==> src/rtl/rect_border_plotter.sv <==
// Paced rectangle plotter for the vga_adapter write port: outline by default,
// row-major fill when RECT_FILL_EN is defined and fill=1 at start.
module rect_border_plotter #(
  parameter int X_W      = 8,
  parameter int Y_W      = 7,
  parameter int COLOUR_W = 3,
  parameter int X_MAX    = 159,
  parameter int Y_MAX    = 119,
  parameter int STEP_DIV = 1
) (
  input  logic                clk,
  input  logic                reset,
  input  logic                start,
  input  logic [X_W-1:0]      x0,
  input  logic [X_W-1:0]      x1,
  input  logic [Y_W-1:0]      y0,
  input  logic [Y_W-1:0]      y1,
  input  logic [COLOUR_W-1:0] colour,
`ifdef RECT_FILL_EN
  input  logic                fill,
`endif
  output logic                busy,
  output logic                done,
  output logic                plot,
  output logic [X_W-1:0]      x_out,
  output logic [Y_W-1:0]      y_out,
  output logic [COLOUR_W-1:0] colour_out
);

  localparam int PACE_W = (STEP_DIV > 1) ? $clog2(STEP_DIV) : 1;
  localparam logic [PACE_W-1:0] PACE_RELOAD = PACE_W'(STEP_DIV - 1);
  localparam logic [X_W-1:0] X_LIM = X_W'(X_MAX);
  localparam logic [Y_W-1:0] Y_LIM = Y_W'(Y_MAX);

  typedef enum logic [2:0] {
    S_IDLE, S_TOP, S_BOTTOM, S_LEFT, S_RIGHT, S_FILL, S_DONE
  } state_t;

  state_t state_q, state_d;
  logic [X_W-1:0]      xmin_q, xmin_d, xmax_q, xmax_d, cx_q, cx_d;
  logic [Y_W-1:0]      ymin_q, ymin_d, ymax_q, ymax_d, cy_q, cy_d;
  logic [COLOUR_W-1:0] col_q, col_d;
  logic [PACE_W-1:0]   pace_q, pace_d;
  logic                busy_q, busy_d, done_q, done_d, plot_q, plot_d;
  logic [X_W-1:0]      x_out_q, x_out_d;
  logic [Y_W-1:0]      y_out_q, y_out_d;
  logic [COLOUR_W-1:0] colour_out_q, colour_out_d;

  logic [X_W-1:0] cx0, cx1, xmin_n, xmax_n;
  logic [Y_W-1:0] cy0, cy1, ymin_n, ymax_n;
  logic [Y_W-1:0] side_last;
  logic           has_sides;

  // Clip each corner first, then order; every counter endpoint stays in range.
  assign cx0    = (x0 > X_LIM) ? X_LIM : x0;
  assign cx1    = (x1 > X_LIM) ? X_LIM : x1;
  assign cy0    = (y0 > Y_LIM) ? Y_LIM : y0;
  assign cy1    = (y1 > Y_LIM) ? Y_LIM : y1;
  assign xmin_n = (cx0 < cx1) ? cx0 : cx1;
  assign xmax_n = (cx0 < cx1) ? cx1 : cx0;
  assign ymin_n = (cy0 < cy1) ? cy0 : cy1;
  assign ymax_n = (cy0 < cy1) ? cy1 : cy0;

  assign side_last = ymax_q - 1'b1;
  assign has_sides = (ymax_q - ymin_q) > Y_W'(1);

  always_comb begin
    state_d      = state_q;
    xmin_d       = xmin_q;
    xmax_d       = xmax_q;
    ymin_d       = ymin_q;
    ymax_d       = ymax_q;
    cx_d         = cx_q;
    cy_d         = cy_q;
    col_d        = col_q;
    pace_d       = pace_q;
    busy_d       = busy_q;
    done_d       = 1'b0;
    plot_d       = 1'b0;
    x_out_d      = x_out_q;
    y_out_d      = y_out_q;
    colour_out_d = colour_out_q;

    case (state_q)
      S_IDLE: begin
        busy_d = 1'b0;
        if (start) begin
          xmin_d = xmin_n;
          xmax_d = xmax_n;
          ymin_d = ymin_n;
          ymax_d = ymax_n;
          cx_d   = xmin_n;
          cy_d   = ymin_n;
          col_d  = colour;
          pace_d = '0;
`ifdef RECT_FILL_EN
          state_d = fill ? S_FILL : S_TOP;
`else
          state_d = S_TOP;
`endif
        end
      end

      S_TOP, S_BOTTOM, S_LEFT, S_RIGHT, S_FILL: begin
        busy_d = 1'b1;
        if (pace_q != '0) begin
          pace_d = pace_q - 1'b1;
        end else begin
          plot_d       = 1'b1;
          x_out_d      = cx_q;
          y_out_d      = cy_q;
          colour_out_d = col_q;
          pace_d       = PACE_RELOAD;
          // Each edge hands over to the next only if it adds unplotted pixels.
          case (state_q)
            S_TOP: begin
              if (cx_q != xmax_q) cx_d = cx_q + 1'b1;
              else if (ymin_q == ymax_q) state_d = S_DONE;
              else begin
                state_d = S_BOTTOM;
                cx_d    = xmin_q;
                cy_d    = ymax_q;
              end
            end
            S_BOTTOM: begin
              if (cx_q != xmax_q) cx_d = cx_q + 1'b1;
              else if (!has_sides) state_d = S_DONE;
              else begin
                state_d = S_LEFT;
                cx_d    = xmin_q;
                cy_d    = ymin_q + 1'b1;
              end
            end
            S_LEFT: begin
              if (cy_q != side_last) cy_d = cy_q + 1'b1;
              else if (xmin_q == xmax_q) state_d = S_DONE;
              else begin
                state_d = S_RIGHT;
                cx_d    = xmax_q;
                cy_d    = ymin_q + 1'b1;
              end
            end
            S_RIGHT: begin
              if (cy_q != side_last) cy_d = cy_q + 1'b1;
              else state_d = S_DONE;
            end
            default: begin
              if (cx_q != xmax_q) cx_d = cx_q + 1'b1;
              else if (cy_q == ymax_q) state_d = S_DONE;
              else begin
                cx_d = xmin_q;
                cy_d = cy_q + 1'b1;
              end
            end
          endcase
        end
      end

      S_DONE: begin
        if (pace_q != '0) begin
          pace_d = pace_q - 1'b1;
        end else begin
          done_d  = 1'b1;
          busy_d  = 1'b0;
          state_d = S_IDLE;
        end
      end

      default: state_d = S_IDLE;
    endcase
  end

  always_ff @(posedge clk or posedge reset) begin
    if (reset) begin
      state_q      <= S_IDLE;
      xmin_q       <= '0;
      xmax_q       <= '0;
      ymin_q       <= '0;
      ymax_q       <= '0;
      cx_q         <= '0;
      cy_q         <= '0;
      col_q        <= '0;
      pace_q       <= '0;
      busy_q       <= 1'b0;
      done_q       <= 1'b0;
      plot_q       <= 1'b0;
      x_out_q      <= '0;
      y_out_q      <= '0;
      colour_out_q <= '0;
    end else begin
      state_q      <= state_d;
      xmin_q       <= xmin_d;
      xmax_q       <= xmax_d;
      ymin_q       <= ymin_d;
      ymax_q       <= ymax_d;
      cx_q         <= cx_d;
      cy_q         <= cy_d;
      col_q        <= col_d;
      pace_q       <= pace_d;
      busy_q       <= busy_d;
      done_q       <= done_d;
      plot_q       <= plot_d;
      x_out_q      <= x_out_d;
      y_out_q      <= y_out_d;
      colour_out_q <= colour_out_d;
    end
  end

  assign busy       = busy_q;
  assign done       = done_q;
  assign plot       = plot_q;
  assign x_out      = x_out_q;
  assign y_out      = y_out_q;
  assign colour_out = colour_out_q;

endmodule
==> config.mk <==
export PLATFORM = sky130hd
export DESIGN_NAME = rect_border_plotter
export DESIGN_NICKNAME = d
export VERILOG_FILES = /design/src/rtl/rect_border_plotter.sv
export SDC_FILE = /design/constraint.sdc
export NUM_CORES = 1
export LEC_CHECK = 0
export ABC_CLOCK_PERIOD_IN_PS = 4830
export CORE_AREA = 2 2 152 154
export DETAILED_ROUTE_END_ITERATION = 16
export DIE_AREA = 0 0 154 156
export SLEW_MARGIN = 20
export SYNTH_ARGS = -nofsm -noshare
export SYNTH_HDL_FRONTEND = slang
export SYNTH_SLANG_ARGS = --single-unit
==> constraint.sdc <==
create_clock -name clk -period 4.83 [get_ports clk]
set_clock_uncertainty 0.15 [all_clocks]
set_input_delay 0.966 -clock clk [delete_from_list [all_inputs] [get_ports clk]]
set_output_delay 0.966 -clock clk [all_outputs]
set_load 0.01 [all_outputs]
==> flow_metrics.tcl <==
set metrics [dict create \
    outcome "completed" \
    worstMarginPinSlew_ns 0.852 \
    cp_cell_sequence "clkdlybuf4s50_1, o21a_1, nor2_1, inv_1, ha_1, a21o_1, a21o_1, a21oi_1, o21ai_0, nand2_1, buf_4, mux2_2, o21ai_0" \
    final_max_slew_viol_count 0 \
    synthAdderAreaFrac_pct 5.62 \
    period_share_pct 78.3 \
    powerDensity_nw_per_um2 221 \
    cts_setup_buffers 0 \
    syn2layout_area_growth_pct 20.3 \
    routed_wl_um 15700 \
    post-dp-hpwl_um 11800 \
    track_usage_pct 13.4 \
    crit_path_top_delay_cell "clkdlybuf4s50_1" \
    hold_viol 0 \
    rsz0062_at_grt "no" \
    cts_hold_buf 0 \
    cts_buffer_depth 2 \
    die_h_um 156 \
    arrival_ns 3.88 \
    synth_flop_cell "dfrtp_1" \
    dieArea_um2 24000 \
    core_area_um2 22400 \
    cts-root-buf "clkbuf_16" \
    grt-ovfl-total 0 \
    synth_top_area_share_pct 32.9 \
    path_depth 13 \
    cp-end-kind "register" \
    drcViolationCount 0 \
    cts_buffers 9 \
    required_ns 4.93 \
    slowest_delay_ns 0.55 \
    path_buf_inv 3 \
    timing.rr.start "state_q[2]" \
    htreeDepth 3 \
    worst_slack_ns 1.05 \
    cts_tree "yes" \
    worstReg2RegEnd "cx_q[7]" \
    fmax_mhz 264 \
    slew_headroom_pct 43.1 \
    drv_cap 0 \
    finalSetupViolations 0 \
    num_rows 55 \
    drtPass1Iterations 5 \
    ioPinCount 57 \
    final.min_clock_period_ns 3.78 \
    place_ws_ns 0.709 \
    wl_met2_um 6430 \
    clk_pin_slew_ns 0.06 \
    synth-seq-area-share_pct 32.9 \
    topRoutingLayerUsed "met4" \
    wl_met3_um 1020 \
    vdd_drop_max_v 0.000129 \
    synth-xor-area-share_pct 6.71 \
    ant_nets 0 \
    die_x_um 154 \
    insertion_delay_ns 0.34 \
    synth-seq-cells 72 \
    antenna_found_initial 0 \
    grt_pass1_wl_um 25800 \
    syn-cell-area_um2 5480 \
    yosys-mux-area-fraction_pct 8.54 \
    synth.avg_cell_area_um2 8.43 \
    min_to "colour_out[2]" \
    vias 4920 \
    path_class "in2reg" \
    synth_top_family_by_area "compound AO/OA/AOI/OAI gates" \
    viasPerCell 5.04 \
    synth_warnings 0 \
    grt_pass1_vias 4577 \
    tns_ns 0 \
    antenna_cells 0 \
    ff2ff_path_depth 7 \
    ys_types 79 \
    start_util_pct 24.5 \
    synth_simple_gate_area_share_pct 19.6 \
    port-buffer-count 56 \
    r2r_setup_slack_ns 1.32 \
    synth-edff-count 0 \
    synth_top_area_cell "dfrtp_1" \
    cp_top_family "compound AO/OA/AOI/OAI gates" \
    worst-path-max-fanout 20 \
    ys_top_cells_by_count "nand2_1, dfrtp_1, o21ai_0" \
    grt_max_degree 48 \
    wire_per_inst_um 16.0 \
    yosysMostFrequentCell "nand2_1" \
    async_reset_ff_share_pct 100 \
    cp-start-kind "input port" \
    synth_compound_area_share_pct 21.0 \
    hp-class "reg2reg" \
    synth_nets 710 \
    syn_inst 650 \
    gp_congestion 0.870 \
    drt-initial-drc-count 296 \
    drive_gt1_share_pct 8.53 \
    nets 747 \
    clock-sinks 72 \
    hold_depth 2 \
    postCtsResizedCells 0 \
    p_leak_nw 2.80 \
    worstHoldStart "col_q[2]" \
    final_util_pct 29.5 \
    wl_met1_um 8090 \
    synth_area_leaders "dfrtp_1, nand2_1, o21ai_0, ha_1, xnor2_1" \
]
worst max path at each step:
stage	startpoint	to	slack, ns
2_1_floorplan	x0[6]	xmin_q[1]	1.43
3_3_place_gp	y1[6]	cy_q[1]	0.76
3_5_place_dp	x0[7]	xmin_q[1]	0.71
4_1_cts	x0[7]	xmin_q[1]	1.05
5_1_grt	y1[6]	cy_q[1]	0.67
6_report	x0[7]	xmax_q[5]	1.05
area by class of cell:
class	instances	area [µm²]
fillers	2392	15800
multi-input cells	501	3370
flip-flops and latches	72	1800
clock inverters	7	78.8
well taps	285	357
clock buffers	9	225
inverters	40	151
repair buffers	63	613
registers in the layout (all words and copies together) (netlist names), 7 cells and up:
name	cells
xmax_q	8
x_out	8
xmin_q	8
y_out	7
cy_q	7
cx_q	8
ymin_q	7
ymax_q	7
cells in the final DEF (no fill, tap or decap), types with 9 or more instances in the layout:
master            n
a211oi_1         12
o21ai_0          58
xnor2_1          30
nand4_1           9
dfrtp_1          72
ha_1             23
nor2_1           34
a21oi_1          29
mux2_2            9
inv_1            36
mux2i_1          25
xor2_1           12
clkbuf_16         9
nand3_1          17
clkdlybuf4s50_1  56
nand2_1          92
nor3_1           21
per-layer routing:
layer,global-route usage (%),vias up
met3,2.69,11
met5,0,-
met1,21.0,2359
met2,18.5,149
met4,2.85,0
li1,-,2401
tightest hold or removal path, cell delays in order, from the launching register on:
cell     delay [ns]
dfrtp_1        0.33
nand2_1        0.05
nand2_1        0.04
power by group:
group	internal, mW	switching (mW)
logic	0.0727	0.100
registers	0.603	0
clock network	0.405	0.278
cell families (layout without fill, tap and decap cells):
| family | Yosys count | count (layout) |
|---|---|---|
| buffers and inverters | 77 | 119 |
| adders and majority gates | 24 | 24 |
| DFF | 72 | 72 |
| xor gates and xnor gates | 42 | 42 |
| and+or+nand+nor | 222 | 222 |
| AOI/OAI and AO/OA | 171 | 171 |
| muxes | 42 | 42 |
stage by stage:
step / instances / cell area [µm²] / hold slack (ns) / power [mW]
floorplan: 650 / 5480 / 0.283 / 0.720
global placement: 961 / 6290 / 0.289 / 0.788
detailed placement: 961 / 6290 / 0.295 / 0.788
CTS: 977 / 6590 / 0.309 / 1.48
global route: 977 / 6600 / 0.343 / 1.52
finish: 977 / 6600 / 0.308 / 1.46
No activity file was read; power rests on OpenSTA's default activity.
